`src/rtl/timer_control_if.sv`:
```
// Load/observe link between timer_control and the countdown stage.
// The master drives value/put; the countdown slave returns count.
interface timer_control_if #(
    parameter int W = 8
);
    logic [W-1:0] value;
    logic         put;
    logic [W-1:0] count;

    modport master (
        output value,
        output put,
        input  count
    );

    modport slave (
        input  value,
        input  put,
        output count
    );
endinterface

```
`src/rtl/timer_control.sv`:
```
// One-shot/periodic control stage around the countdown timer.
// Define TIMER_CONTROL_OVERRUN_EN to add the saturating overrun counter.
module timer_control #(
    parameter int W = 8
) (
    input  logic         clock,
    input  logic         reset,
    input  logic [W-1:0] reload,
    input  logic         periodic,
    input  logic         start,
    input  logic         stop,
    input  logic         ack,
    timer_control_if.master cd,
    output logic         running,
    output logic         expired,
`ifdef TIMER_CONTROL_OVERRUN_EN
    output logic         irq,
    output logic [7:0]   overrun
`else
    output logic         irq
`endif
);

    typedef enum logic [1:0] {
        IDLE,
        LOAD,
        RUN,
        CLEAR
    } state_t;

    state_t state;
    logic   mode;
    logic   hit;
    logic   fire;

    // Commands pre-empt a coincident expiry entirely.
    assign hit  = (state == RUN) && (cd.count == '0);
    assign fire = hit && !start && !stop;

    always_ff @(posedge clock or negedge reset) begin
        if (!reset) begin
            state    <= IDLE;
            mode     <= 1'b0;
            cd.value <= '0;
            cd.put   <= 1'b0;
            running  <= 1'b0;
            expired  <= 1'b0;
            irq      <= 1'b0;
        end else begin
            expired <= fire;
            if (fire) begin
                irq <= 1'b1;
            end else if (ack) begin
                irq <= 1'b0;
            end
            cd.put <= 1'b0;
            if (stop) begin
                state    <= CLEAR;
                cd.value <= '0;
                cd.put   <= 1'b1;
                running  <= 1'b0;
            end else if (start || (fire && mode)) begin
                state    <= LOAD;
                cd.value <= reload;
                mode     <= periodic;
                cd.put   <= 1'b1;
                running  <= 1'b1;
            end else begin
                unique case (state)
                    IDLE: begin
                        state   <= IDLE;
                        running <= 1'b0;
                    end
                    LOAD: begin
                        state   <= RUN;
                        running <= 1'b1;
                    end
                    RUN: begin
                        if (hit) begin
                            state   <= IDLE;
                            running <= 1'b0;
                        end
                    end
                    CLEAR: begin
                        state   <= IDLE;
                        running <= 1'b0;
                    end
                endcase
            end
        end
    end

`ifdef TIMER_CONTROL_OVERRUN_EN
    // Counts expiries that land on an interrupt still pending.
    always_ff @(posedge clock or negedge reset) begin
        if (!reset) begin
            overrun <= '0;
        end else if (ack) begin
            overrun <= '0;
        end else if (fire && irq && (overrun != 8'hff)) begin
            overrun <= overrun + 8'd1;
        end
    end
`endif

endmodule

```
`src/flat_wrapper.sv`:
```
// flat-port wrapper written by rule: the top's interface ports become plain ports
module timer_control_flat 
#(
    parameter int W = 8
)
  (clock, reset, reload, periodic, start, stop, ack, running, expired, irq, cd_value, cd_put, cd_count);
  timer_control_if #(.W(W)) cd_i ();
  input  logic clock;
  input  logic reset;
  input  logic [W-1:0] reload;
  input  logic periodic;
  input  logic start;
  input  logic stop;
  input  logic ack;
  output logic running;
  output logic expired;
  output logic irq;
  output wire logic [$bits(cd_i.value)-1:0] cd_value;
  output wire logic [$bits(cd_i.put)-1:0] cd_put;
  input wire logic [$bits(cd_i.count)-1:0] cd_count;
  assign cd_value = cd_i.value;
  assign cd_put = cd_i.put;
  assign cd_i.count = cd_count;
  timer_control #(.W(W)) u_core (.clock(clock), .reset(reset), .reload(reload), .periodic(periodic), .start(start), .stop(stop), .ack(ack), .cd(cd_i), .running(running), .expired(expired), .irq(irq));
endmodule
```
`config.mk`:
```
export PLATFORM = sky130hd
export DESIGN_NAME = timer_control_flat
export DESIGN_NICKNAME = d
export VERILOG_FILES = /design/src/rtl/timer_control_if.sv /design/src/rtl/timer_control.sv /design/src/flat_wrapper.sv
export SDC_FILE = /design/constraint.sdc
export NUM_CORES = 1
export LEC_CHECK = 0
export BUFFER_PORTS_ARGS = -buffer_cell sky130_fd_sc_hd__clkbuf_2
export CAP_MARGIN = 20
export CORE_MARGIN = 8
export CORE_UTILIZATION = 43
export DETAILED_ROUTE_END_ITERATION = 8
export PLACE_DENSITY_LB_ADDON = 0.1
export SLEW_MARGIN = 20
export SYNTH_ARGS = -nofsm -noshare
export SYNTH_HDL_FRONTEND = slang
export SYNTH_SLANG_ARGS = --single-unit
export TNS_END_PERCENT = 20
```
`constraint.sdc`:
```
create_clock -name clock -period 1.65 [get_ports clock]
set_input_delay 0.33 -clock clock [delete_from_list [all_inputs] [get_ports clock]]
set_output_delay 0.33 -clock clock [all_outputs]
set_load 0.05 [all_outputs]
```
==> impl_table.tex, run 1 <==
\begin{tabular}{lr}
\hline
Metric & Value \\
\hline
\multicolumn{2}{l}{\textbf{Clocking}} \\
\quad CTS tree & yes \\
\quad H-tree levels & 1 \\
\quad Clock buffer count from CTS & 3 \\
\quad Hold bufs inserted after CTS & 1 \\
\quad Clock latency on the worst-skew pair & about 0.28 ns \\
\quad Number of buffers added for setup after CTS & 0 \\
\quad Maximum buffer depth of the clock tree & 2 \\
\quad CTS resizes & 0 \\
\quad Register clock-pin slew on the reported worst setup and hold paths & 0.09 ns \\
\quad Number of clock sinks & 15 \\
\quad Library cell used as clock root buffer & sky130\_fd\_sc\_hd\_\_clkbuf\_4 \\
\multicolumn{2}{l}{\textbf{Synth}} \\
\quad Post-synthesis average cell area & 13.61 sq um \\
\quad Cell types occupying the most area after synthesis & sky130\_fd\_sc\_hd\_\_dfrtp\_1 56\%, sky130\_fd\_sc\_hd\_\_a22o\_1 11\%, sky130\_fd\_sc\_hd\_\_nor4\_4 6.4\% \\
\quad Yosys warning total & 0 \\
\quad Nets in the synthesized netlist & 71 \\
\quad Most common flop cell mapped by yosys & sky130\_fd\_sc\_hd\_\_dfrtp\_1 \\
\quad Count of flip-flops with a built-in enable after synthesis & 0 \\
\quad Most numerous cell in the Yosys netlist & sky130\_fd\_sc\_hd\_\_dfrtp\_1 \\
\quad Synthesized area & 666.9 sq um \\
\quad Area share of the leading cell type in the synthesized netlist & $\sim$56\% \\
\quad Biggest area consumer among synthesized cells & sky130\_fd\_sc\_hd\_\_dfrtp\_1 \\
\quad \#FFs+latches synth & 15 \\
\quad Register area share after synthesis & a little under three fifths \\
\quad Most numerous cell types in the synthesized netlist & 15 x sky130\_fd\_sc\_hd\_\_dfrtp\_1, 8 x sky130\_fd\_sc\_hd\_\_a22o\_1, 4 x sky130\_fd\_sc\_hd\_\_inv\_1 \\
\quad Unique cell type count in the Yosys netlist & 21 \\
\quad Async set-reset flop share out of synthesis & 100.0\% \\
\quad Count of mapped cells out of synthesis & between 40 and 50 \\
\multicolumn{2}{l}{\textbf{Floorplanning}} \\
\quad Row Count & 14 \\
\quad Die boundary height & 55.38 um \\
\quad Die area & $\sim$3100 sq um \\
\quad Initial core utilization & about 45\% \\
\quad Number of I/O pins & 34 \\
\quad Area of the core & between 1000 and 1500 sq um \\
\quad Width of the chip & 55.38 um \\
\multicolumn{2}{l}{\textbf{GRT}} \\
\quad Number of antenna violations at the first check in global routing & 0 \\
\quad Number of global-route vias before repair & between 500 and 600 \\
\quad Wire length of the first global-routing pass & between 2 and 3 mm \\
\quad GRT Total Usage & under 10\% \\
\quad Total congestion overflow after global routing & 0 \\
\quad Largest net degree at the start of global routing & 16 \\
\multicolumn{2}{l}{\textbf{Setup path}} \\
\quad Worst endpoint data arrival time & between 1.5 and 2 ns \\
\quad Delay of the slowest critical-path stage & just over 0.5 ns \\
\quad Type of origin of the critical path & flip-flop \\
\quad CP Cell Sequence & and3b\_4 -> a311oi\_4 -> a22o\_1 \\
\quad Required time worst endpoint & between 1.5 and 2 ns \\
\quad Cell type of the slowest stage on the worst timing path & sky130\_fd\_sc\_hd\_\_a311oi\_4 \\
\quad Biggest fanout along the worst timing path & 10 \\
\quad Type of the setup path with the least slack & flip-flop to flip-flop \\
\quad Crit. End Element & flip-flop \\
\quad Setup slack, reg-to-reg & 0.26 ns \\
\multicolumn{2}{l}{\textbf{Worst hold path}} \\
\quad HP Class & primary input to flip-flop \\
\multicolumn{2}{l}{\textbf{Placed design}} \\
\quad Buffers added on ports & 33 \\
\quad Total instance count after detailed placement & 97 \\
\quad Hpwl dp & around 1.2 mm \\
\quad Area after DPL & $\sim$850 sq um \\
\quad Placer Congestion & between 0.6 and 0.7 \\
\quad Setup Slack @ Placement & $\sim$0.14 ns \\
\multicolumn{2}{l}{\textbf{Timing}} \\
\quad Post-route setup slack & approximately 0.26 ns \\
\quad Relative max-transition margin & roughly two thirds \\
\quad Minimum clock period after layout & roughly 1.4 ns \\
\quad Count of endpoints failing hold in the final timing report & 0 \\
\quad Worst setup skew after layout & $\sim$0.00090 ns \\
\quad Post-Route Setup TNS & 0 ns \\
\quad Max-slew violation total from the final report & 0 \\
\quad Portion of the clock cycle consumed by the worst path in the final layout & roughly 84\% \\
\quad Highest clock frequency the design can meet & roughly 720 MHz \\
\quad Setup repair after global routing missed its margin & false \\
\quad Number of failing setup endpoints in the final timing report & 0 \\
\quad Slew @ Worst Pin & around 0.49 ns \\
\multicolumn{2}{l}{\textbf{Power and ir drop}} \\
\quad P per Cell Area & around 860 nW/um\^{}2 \\
\quad Lkg Pwr & 0.4524 nW \\
\quad Largest voltage drop on the vdd net & about 0.54 mV \\
\quad Overall power & roughly 0.76 mW \\
\multicolumn{2}{l}{\textbf{Outcome}} \\
\quad Run status & finished, final reports clean \\
\multicolumn{2}{l}{\textbf{Drt}} \\
\quad Wirelength per Cell & approximately 15 um \\
\quad Total wirelength of the detailed-routed design & about 1.5 mm \\
\quad Detailed-route vias per instance & between 5 and 6 \\
\quad Initial detailed-routing violation count & 6 \\
\quad Via count & approximately 550 \\
\quad Detailed-route DRC error count & 0 \\
\quad Number of nets with antenna violations after detailed routing & 0 \\
\quad Initial DRT Pass Iterations & 4 \\
\multicolumn{2}{l}{\textbf{Final layout}} \\
\quad Area delta synth->final & 32.83\% \\
\quad Fraction of layout instances using a drive strength above 1 & approximately half \\
\quad Area of all placed cells without fillers & approximately 890 sq um \\
\quad Nets@finish & 109 \\
\quad Final standard cell count with taps included and fillers excluded & approximately 100 \\
\quad Fillcell total & roughly 130 \\
\quad Antenna Diode Count & 0 \\
\multicolumn{2}{l}{\textbf{Flow run}} \\
\quad Max capacitance violation total & 0 \\
\hline
\end{tabular}
## state kept, by name (all words and copies together), names as in the netlist
| name | count |
|---|---|
| u_core.cd.put | 1 |
| u_core.cd.value | 8 |
| u_core.expired | 1 |
| u_core.irq | 1 |
| u_core.mode | 1 |
| u_core.running | 1 |
| u_core.state | 2 |
## area by class of cell
| class | instances | area, sq um | area share, % |
|---|---|---|---|
| inverter | 4 | 15.01 | 1.695 |
| sequential | 15 | 375.4 | 42.37 |
| tap | 16 | 20.02 | 2.260 |
| clock inverter | 1 | 5.005 | 0.5650 |
| clock buffer | 3 | 22.52 | 2.542 |
| timing repair buffer | 34 | 175.2 | 19.77 |
| multi-input combinational | 29 | 272.8 | 30.79 |
## critical path: cells and delay by family, from the launching register on
| kind | cells | cell delay (ns) |
|---|---|---|
| AO/OA/AOI/OAI | 2 | 0.73 |
| AND/OR/NAND/NOR | 1 | 0.20 |
| flip-flops | 1 | 0.40 |
## metrics by stage
| stage | hold slack [ns] | utilization, % |
|---|---|---|
| after global placement | 0.2641 | 56.97 |
| final | 0.2611 | 59.50 |
| after CTS | 0.2474 | 59.50 |
| after global routing | 0.2526 | 59.50 |
| after detailed placement | 0.2641 | 56.97 |
| after floorplan | 0.03441 | - |
## cell usage in the layout (no fill, tap or decap)
cell type                       instances
sky130_fd_sc_hd__nand2b_1               2
sky130_fd_sc_hd__or3_1                  1
sky130_fd_sc_hd__nor2_1                 1
sky130_fd_sc_hd__clkbuf_2              33
sky130_fd_sc_hd__o41ai_1                1
sky130_fd_sc_hd__and3b_4                1
sky130_fd_sc_hd__clkinv_2               1
sky130_fd_sc_hd__nand4b_1               1
sky130_fd_sc_hd__o211a_1                1
sky130_fd_sc_hd__nor4_4                 2
sky130_fd_sc_hd__mux2i_1                1
sky130_fd_sc_hd__nand2_1                2
sky130_fd_sc_hd__a41o_2                 1
sky130_fd_sc_hd__a22o_1                 8
sky130_fd_sc_hd__inv_1                  4
sky130_fd_sc_hd__nor2b_1                2
sky130_fd_sc_hd__clkbuf_4               3
sky130_fd_sc_hd__a211oi_1               1
sky130_fd_sc_hd__o31ai_1                1
sky130_fd_sc_hd__nor4_1                 1
sky130_fd_sc_hd__dlygate4sd3_1          1
sky130_fd_sc_hd__dfrtp_1               15
sky130_fd_sc_hd__a311oi_4               1
sky130_fd_sc_hd__a211o_1                1
## logic make-up (layout without fill, tap and decap cells)
logic type,Yosys count,after routing,synth area share [%]
compound gates,15,15,22.52
mux,1,1,1.501
buf+inv,5,42,2.813
simple gates,13,13,16.89
flops,15,15,56.29
## final timing paths
path	start	depth (start not counted)	end
worst max-delay path	u_core.state[1]	3	u_core.cd.value[0]
worst min-delay path	reload[3]	2	u_core.cd.value[3]
worst max register to register	u_core.state[1]	3	u_core.cd.value[0]
worst min register to register	u_core.irq	2	u_core.irq
max in group asynchronous	reset	2	u_core.running
min in group asynchronous	reset	2	u_core.cd.value[7]
## power breakdown
group          switching (mW)  internal, mW
clock                   0.115        0.0898
combinational           0.103        0.0541
sequential             0.0115         0.388
total                   0.230         0.532
## per-layer routing
layer	routed length [um]	global-route usage (%)	up-vias
met1	672	12.05	264
met3	118	4.110	2
li1	-	-	263
met4	15	3.169	0
met2	684	15.54	23
met5	0	0	-
Power figures use the tool's default switching activity.
==> inputs of run 2 (changes only) <==
- clock period: 1.65 -> 1.29 ns (I/O delays scaled with it)
==> run 2 against run 1 <==
Sequential share of layout area down 2.4 points. Non-clock buffer count up 5. Critical path type unchanged. Design area up 5.9%. Largest cell class unchanged. Register-to-register slack worse by 0.25 ns. Combinational power up 37%. Critical endpoint is now u_core.cd.value[1]. First-iteration DRC count up 100%. Final cell count up 4.9%.
==> impl_table.tex, run 2 (same netlist as run 1, synthesis figures left out) <==
\begin{tabular}{lr}
\hline
Metric & Value \\
\hline
\multicolumn{2}{l}{\textbf{Placed design}} \\
\quad Area after DPL & 878.3 sq um (+3.5\%) \\
\quad Hpwl dp & 1.284 mm (+3.9\%) \\
\quad Placer Congestion & 0.7316 (+5.6\%) \\
\quad Buffers added on ports & 33 (unchanged) \\
\multicolumn{2}{l}{\textbf{Setup path}} \\
\quad Cell type group with the largest total delay on the critical path & flip-flops \\
\quad Biggest fanout along the worst timing path & 10 (unchanged) \\
\quad Type of origin of the critical path & flip-flop \\
\quad Crit path buffers/inverters & 1 (+1) \\
\quad Crit. End Element & flip-flop \\
\quad Required time worst endpoint & 1.46 ns (-0.41 ns) \\
\quad Cell type of the slowest stage on the worst timing path & sky130\_fd\_sc\_hd\_\_dfrtp\_1 \\
\quad Delay of the slowest critical-path stage & 0.39 ns (-0.12 ns) \\
\quad Type of the setup path with the least slack & flip-flop to flip-flop \\
\quad CP Cell Sequence & and3b\_4 -> a311oi\_4 -> buf\_12 -> a22o\_1 \\
\quad Worst endpoint data arrival time & 1.46 ns (-0.16 ns) \\
\multicolumn{2}{l}{\textbf{Clocking}} \\
\quad Clock buffer count from CTS & 3 (unchanged) \\
\quad Clock latency on the worst-skew pair & 0.28 ns (about the same) \\
\quad CTS tree & yes \\
\quad Register clock-pin slew on the reported worst setup and hold paths & 0.09 ns (about the same) \\
\quad Maximum buffer depth of the clock tree & 2 (unchanged) \\
\quad Library cell used as clock root buffer & sky130\_fd\_sc\_hd\_\_clkbuf\_4 \\
\quad H-tree levels & 1 (unchanged) \\
\quad CTS resizes & 0 (unchanged) \\
\quad Number of clock sinks & 15 (unchanged) \\
\multicolumn{2}{l}{\textbf{Drt}} \\
\quad Detailed-route vias per instance & 5.206 (-3.8\%) \\
\quad Initial detailed-routing violation count & 12 (+6) \\
\quad Wirelength per Cell & 14.15 um (-3.2\%) \\
\quad Total wirelength of the detailed-routed design & 1.514 mm (+1.5\%) \\
\quad Initial DRT Pass Iterations & 4 (unchanged) \\
\quad Detailed-route DRC error count & 0 (unchanged) \\
\quad Via count & 557 (+0.91\%) \\
\quad Number of nets with antenna violations after detailed routing & 0 (unchanged) \\
\multicolumn{2}{l}{\textbf{GRT}} \\
\quad Wire length of the first global-routing pass & 2.656 mm (+2.4\%) \\
\quad Number of antenna violations at the first check in global routing & 0 (unchanged) \\
\quad Met1 demand-to-capacity share in global routing & 12.63\% (+0.59 points) \\
\quad Most used routing layer in global routing & met2 \\
\quad Number of global-route vias before repair & 598 (+2.0\%) \\
\quad Met2 usage in global routing & 15.87\% (+0.32 points) \\
\quad Fraction of met3 tracks used by global routing & 3.881\% (-0.23 points) \\
\quad Largest net degree at the start of global routing & 16 (unchanged) \\
\quad GRT Total Usage & 10.07\% (+0.11 points) \\
\quad Total congestion overflow after global routing & 0 (unchanged) \\
\multicolumn{2}{l}{\textbf{Timing}} \\
\quad Highest clock frequency the design can meet & 778.5 MHz (+8.4\%) \\
\quad Portion of the clock cycle consumed by the worst path in the final layout & 99.58\% (+15 points) \\
\quad Minimum clock period after layout & 1.285 ns (-0.1081 ns) \\
\quad Setup repair after global routing missed its margin & true \\
\quad Number of failing setup endpoints in the final timing report & 0 (unchanged) \\
\quad Max-slew violation total from the final report & 0 (unchanged) \\
\quad Count of endpoints failing hold in the final timing report & 0 (unchanged) \\
\quad Worst setup skew after layout & 0.005033 ns (+0.004136 ns) \\
\quad Relative max-transition margin & 74.97\% (+7.7 points) \\
\quad Slew @ Worst Pin & 0.3755 ns (-0.1159 ns) \\
\multicolumn{2}{l}{\textbf{Final layout}} \\
\quad Nets@finish & 114 (+4.6\%) \\
\quad Sequential Area & 375.4 sq um (unchanged) \\
\quad Antenna Diode Count & 0 (unchanged) \\
\quad Commonest non-fill, non-tap cell in the layout & sky130\_fd\_sc\_hd\_\_clkbuf\_2 \\
\quad Fillcell total & 135 (+7.1\%) \\
\quad Area of all placed cells without fillers & 938.4 sq um (+5.9\%) \\
\quad Area delta synth->final & 40.71\% \\
\quad Top flop regs & u\_core.cd.value (8), u\_core.state (2) \\
\quad Most flops, register & u\_core.cd.value \\
\quad Fraction of layout instances using a drive strength above 1 & 51.65\% (+2.8 points) \\
\quad Multi-input gate area in the final layout & 272.8 sq um (unchanged) \\
\quad Max reg flops & 8 (unchanged) \\
\quad Leading cell types in the layout, fill and taps excluded & 33 x sky130\_fd\_sc\_hd\_\_clkbuf\_2, 15 x sky130\_fd\_sc\_hd\_\_dfrtp\_1, 8 x sky130\_fd\_sc\_hd\_\_a22o\_1 \\
\multicolumn{2}{l}{\textbf{Floorplanning}} \\
\quad Width of the chip & 55.38 um (unchanged) \\
\quad Initial core utilization & 44.79\% (unchanged) \\
\quad Row Count & 14 (unchanged) \\
\quad Area of the core & 1489 sq um (unchanged) \\
\quad Die boundary height & 55.38 um (unchanged) \\
\quad Die area & 3067 sq um (unchanged) \\
\quad Number of I/O pins & 34 (unchanged) \\
\multicolumn{2}{l}{\textbf{Flow run}} \\
\quad Max capacitance violation total & 0 (unchanged) \\
\multicolumn{2}{l}{\textbf{Worst hold path}} \\
\quad HP Class & primary input to flip-flop \\
\multicolumn{2}{l}{\textbf{Power and ir drop}} \\
\quad P per Cell Area & 1058 nW/um\^{}2 (+23\%) \\
\quad Lkg Pwr & 0.4779 nW (+5.6\%) \\
\quad Overall power & 0.9927 mW (+30\%) \\
\quad Largest voltage drop on the vdd net & 0.8110 mV (+50\%) \\
\multicolumn{2}{l}{\textbf{Outcome}} \\
\quad Run status & finished, final reports clean \\
\hline
\end{tabular}
run 2: cell count changes in the layout (fill, tap and decap cells not counted):
cell	before	now
sky130_fd_sc_hd__clkinvlp_4	0	1
sky130_fd_sc_hd__buf_12	0	1
sky130_fd_sc_hd__buf_4	0	4
sky130_fd_sc_hd__clkinv_2	1	0
run 2: area by class of cell:
cell class              count  area share, %
clock buffers               3          2.400
inverters                   4          1.600
clock inverters             1         0.8000
multi-input cells          29          29.07
well taps                  16          2.133
flip-flops and latches     15          40.00
repair buffers             39          24.00
run 2: repair_timing:
action,CTS,global route
endpoints found under the hold margin,15,0
pin swaps,2,2
endpoints found under the setup margin,10,8
hold buffers,1,0
setup buffers,1,0
run 2: power breakdown:
part | total, mW | leakage (nW) | internal [mW] | switching (mW)
clock | 0.265 | 0.0139 | 0.118 | 0.148
combinational | 0.216 | 0.274 | 0.0803 | 0.136
sequential | 0.511 | 0.190 | 0.496 | 0.0146
total | 0.993 | 0.478 | 0.694 | 0.299
run 2: stage by stage:
stage          utilization [%]  worst slack [ns]  TNS [ns]  instances  hold WS, ns
5_1_grt                  63.03          -0.02092   -0.1136        107       0.1699
4_1_cts                  63.03          0.007527         0        107       0.1803
3_3_place_gp             58.99          -0.08015   -0.5752        101       0.1850
3_5_place_dp             58.99           -0.1020   -0.8050        101       0.1892
6_report                 63.03          0.005404         0        107       0.1876
2_1_floorplan                -           0.03552         0         49     -0.03759
run 2: worst paths after layout:
check                                start                 end  slack (ns)  depth (start not counted)
max                        u_core.state[0]  u_core.cd.value[1]       0.005                          4
min                              reload[2]  u_core.cd.value[2]        0.19                          2
max reg2reg                u_core.state[0]  u_core.cd.value[1]       0.005                          4
min reg2reg                     u_core.irq          u_core.irq        0.51                          2
max in group asynchronous            reset      u_core.running        0.60                          2
min in group asynchronous            reset  u_core.cd.value[1]        0.41                          2
run 2: metal layers:
| metal | vias up | part of all wire, % | wire length, um |
|---|---|---|---|
| li1 | 273 | - | - |
| met1 | 257 | 47 | 706 |
| met2 | 27 | 47 | 715 |
| met3 | 0 | 6.1 | 92 |
| met4 | 0 | 0 | 0 |
| met5 | - | 0 | 0 |
==> inputs of run 3 (changes only) <==
- CORE_UTILIZATION: 43 -> 39
==> run 3 against run 2 <==
The run now ends with setup timing left. Core utilization shrank 5.8 points. First-iteration DRC count shrank 33%. Sequential cell count is the same. Count of clock-buffer cells in the layout is the same. Sequential power is essentially flat. Register-to-register slack is essentially flat. Clock skew shrank 0.0045 ns. Via count grew 3.2%. Fmax shrank 0.63%. Critical path type unchanged. Critical endpoint is now u_core.cd.value[3].
==> impl_table.tex, run 3 (same netlist as run 1, synthesis figures left out) <==
\begin{tabular}{lr}
\hline
Metric & Value \\
\hline
\multicolumn{2}{l}{\textbf{Final layout}} \\
\quad Area delta synth->final & 43.34\% \\
\quad Commonest non-fill, non-tap cell in the layout & sky130\_fd\_sc\_hd\_\_clkbuf\_2 \\
\quad Leading cell types in the layout, fill and taps excluded & 33 x sky130\_fd\_sc\_hd\_\_clkbuf\_2, 15 x sky130\_fd\_sc\_hd\_\_dfrtp\_1, 8 x sky130\_fd\_sc\_hd\_\_a22o\_1 \\
\quad Nets@finish & 116 (+1.8\%) \\
\quad Fraction of layout instances using a drive strength above 1 & 54.84\% (+3.2 points) \\
\quad Antenna Diode Count & 0 (unchanged) \\
\quad Most flops, register & u\_core.cd.value \\
\quad Top flop regs & u\_core.cd.value (8), u\_core.state (2) \\
\quad Max reg flops & 8 (unchanged) \\
\quad Area of all placed cells without fillers & 955.9 sq um (+1.9\%) \\
\multicolumn{2}{l}{\textbf{Drt}} \\
\quad Initial detailed-routing violation count & 8 (-4) \\
\quad Met2 wire len & 827 um (+16\%) \\
\quad Number of nets with antenna violations after detailed routing & 0 (unchanged) \\
\quad Length of routed met3 wiring & 147 um (+60\%) \\
\quad Total wirelength of the detailed-routed design & 1.623 mm (+7.2\%) \\
\quad Via count & 575 (+3.2\%) \\
\quad Detailed-route vias per instance & 5.227 (+0.42\%) \\
\quad Detailed-route DRC error count & 0 (unchanged) \\
\quad M1 WL & 649 um (-8.1\%) \\
\quad Wirelength per Cell & 14.75 um (+4.3\%) \\
\quad Initial DRT Pass Iterations & 4 (unchanged) \\
\quad Uppermost layer routed & met3 \\
\multicolumn{2}{l}{\textbf{Power and ir drop}} \\
\quad Overall power & 1.006 mW (+1.3\%) \\
\quad Lkg Pwr & 0.4947 nW (+3.5\%) \\
\quad P per Cell Area & 1052 nW/um\^{}2 (-0.52\%) \\
\quad Largest voltage drop on the vdd net & 0.7614 mV (-6.1\%) \\
\multicolumn{2}{l}{\textbf{Clocking}} \\
\quad Maximum buffer depth of the clock tree & 2 (unchanged) \\
\quad Clock latency on the worst-skew pair & 0.28 ns (about the same) \\
\quad H-tree levels & 1 (unchanged) \\
\quad Clock buffer count from CTS & 3 (unchanged) \\
\quad Register clock-pin slew on the reported worst setup and hold paths & 0.09 ns (about the same) \\
\quad CTS tree & yes \\
\quad Number of clock sinks & 15 (unchanged) \\
\quad Library cell used as clock root buffer & sky130\_fd\_sc\_hd\_\_clkbuf\_4 \\
\multicolumn{2}{l}{\textbf{Floorplanning}} \\
\quad Area of the core & 1670 sq um (+12\%) \\
\quad Row Count & 15 (+1) \\
\quad Die area & 3289 sq um (+7.2\%) \\
\quad Number of I/O pins & 34 (unchanged) \\
\quad Width of the chip & 57.35 um (+3.6\%) \\
\quad Initial core utilization & 39.93\% (-4.9 points) \\
\quad Die boundary height & 57.35 um (+3.6\%) \\
\multicolumn{2}{l}{\textbf{Timing}} \\
\quad Portion of the clock cycle consumed by the worst path in the final layout & 100.2\% (+0.63 points) \\
\quad Worst setup skew after layout & 0.0005682 ns (-0.004465 ns) \\
\quad Max-slew violation total from the final report & 0 (unchanged) \\
\quad Relative max-transition margin & 75.89\% (+0.92 points) \\
\quad Setup repair after global routing missed its margin & true \\
\quad Count of endpoints failing hold in the final timing report & 0 (unchanged) \\
\quad Post-Route Setup TNS & -0.002776 ns (-0.002776 ns) \\
\quad Slew @ Worst Pin & 0.3617 ns (-0.01379 ns) \\
\quad Post-route setup slack & -0.002776 ns (-0.008180 ns) \\
\quad Number of failing setup endpoints in the final timing report & 1 (+1) \\
\quad Highest clock frequency the design can meet & 773.5 MHz (-0.63\%) \\
\quad Minimum clock period after layout & 1.293 ns (+0.008180 ns) \\
\quad Worst hold slack after final layout & 0.1798 ns (-0.007763 ns) \\
\multicolumn{2}{l}{\textbf{Placed design}} \\
\quad Hpwl dp & 1.267 mm (-1.4\%) \\
\quad Placer Congestion & 0.8091 (+11\%) \\
\quad Buffers added on ports & 33 (unchanged) \\
\quad Setup Slack @ Placement & -0.09550 ns (+0.006537 ns) \\
\quad Area after DPL & 914.6 sq um (+4.1\%) \\
\multicolumn{2}{l}{\textbf{GRT}} \\
\quad GRT Total Usage & 10.99\% (+0.92 points) \\
\quad Wire length of the first global-routing pass & 2.835 mm (+6.7\%) \\
\quad Largest net degree at the start of global routing & 16 (unchanged) \\
\quad Number of antenna violations at the first check in global routing & 0 (unchanged) \\
\quad Total congestion overflow after global routing & 0 (unchanged) \\
\quad Number of global-route vias before repair & 619 (+3.5\%) \\
\multicolumn{2}{l}{\textbf{Setup path}} \\
\quad Type of the setup path with the least slack & flip-flop to flip-flop \\
\quad Delay of the slowest critical-path stage & 0.38 ns (about the same) \\
\quad CP Cell Sequence & and3b\_4 -> a311oi\_4 -> buf\_6 -> a22o\_1 \\
\quad Type of origin of the critical path & flip-flop \\
\quad Cell type of the slowest stage on the worst timing path & sky130\_fd\_sc\_hd\_\_dfrtp\_1 \\
\quad Cell type group with the largest total delay on the critical path & flip-flops \\
\quad Required time worst endpoint & 1.47 ns (about the same) \\
\quad Crit path buffers/inverters & 1 (unchanged) \\
\quad Worst endpoint data arrival time & 1.48 ns (+0.02 ns) \\
\quad Biggest fanout along the worst timing path & 10 (unchanged) \\
\quad Crit. End Element & flip-flop \\
\multicolumn{2}{l}{\textbf{Worst hold path}} \\
\quad HP Class & primary input to flip-flop \\
\multicolumn{2}{l}{\textbf{Outcome}} \\
\quad Violated checks & setup timing \\
\quad Run status & finished with violations \\
\multicolumn{2}{l}{\textbf{Flow run}} \\
\quad Max capacitance violation total & 0 (unchanged) \\
\hline
\end{tabular}
run 3: power breakdown:
| part | internal [mW] | leakage, nW | total (mW) | switching, mW |
|---|---|---|---|---|
| sequential | 0.496 | 0.190 | 0.511 | 0.0144 |
| clock | 0.115 | 0.0177 | 0.274 | 0.158 |
| combinational | 0.0823 | 0.287 | 0.222 | 0.139 |
| total | 0.694 | 0.495 | 1.01 | 0.312 |
run 3: worst reg2reg max path: stages (launching register included):
cell and delay, ns:
sky130_fd_sc_hd__dfrtp_1 0.38, sky130_fd_sc_hd__and3b_4 0.32, sky130_fd_sc_hd__a311oi_4 0.10, sky130_fd_sc_hd__buf_6 0.17
sky130_fd_sc_hd__a22o_1 0.23
run 3: cell type report:
class                      instances  area, sq um
inverter                           4        15.01
clock buffer                       3        22.52
tap                               17        21.27
sequential                        15        375.4
timing repair buffer              41        231.5
fill                             143        714.4
clock inverter                     1        5.005
multi-input combinational         29        285.3
run 3: worst paths after layout:
kind | startpoint | cells past startpoint | slack, ns | to
setup / recovery | u_core.state[0] | 4 | -0.003 | u_core.cd.value[3]
hold / removal | reload[6] | 2 | 0.18 | u_core.cd.value[6]
setup reg to reg | u_core.state[0] | 4 | -0.003 | u_core.cd.value[3]
hold reg to reg | u_core.irq | 2 | 0.51 | u_core.irq
max in group asynchronous | reset | 2 | 0.62 | u_core.running
min in group asynchronous | reset | 2 | 0.41 | u_core.cd.put
run 3: what timing repair did:
item | CTS | global route
hold buffers | 1 | 0
pin swaps | 1 | 5
endpoints found under the hold margin | 15 | 0
gates resized for setup | 2 | 1
setup endpoints to repair | 9 | 10
gates cloned | 0 | 0
buffers inserted | 1 | 0
run 3: per-layer routing:
layer / GRT usage, % / up-vias
li1: - / 275
met1: 12.09 / 277
met2: 18.17 / 23
met3: 6.054 / 0
met4: 2.143 / 0
met5: 0 / -
run 3: metrics by stage:
stage	utilization, %	std cells
finish	57.23	110
detailed placement	54.76	105
global placement	54.76	105
global route	57.23	110
floorplan	-	49
CTS	56.78	110
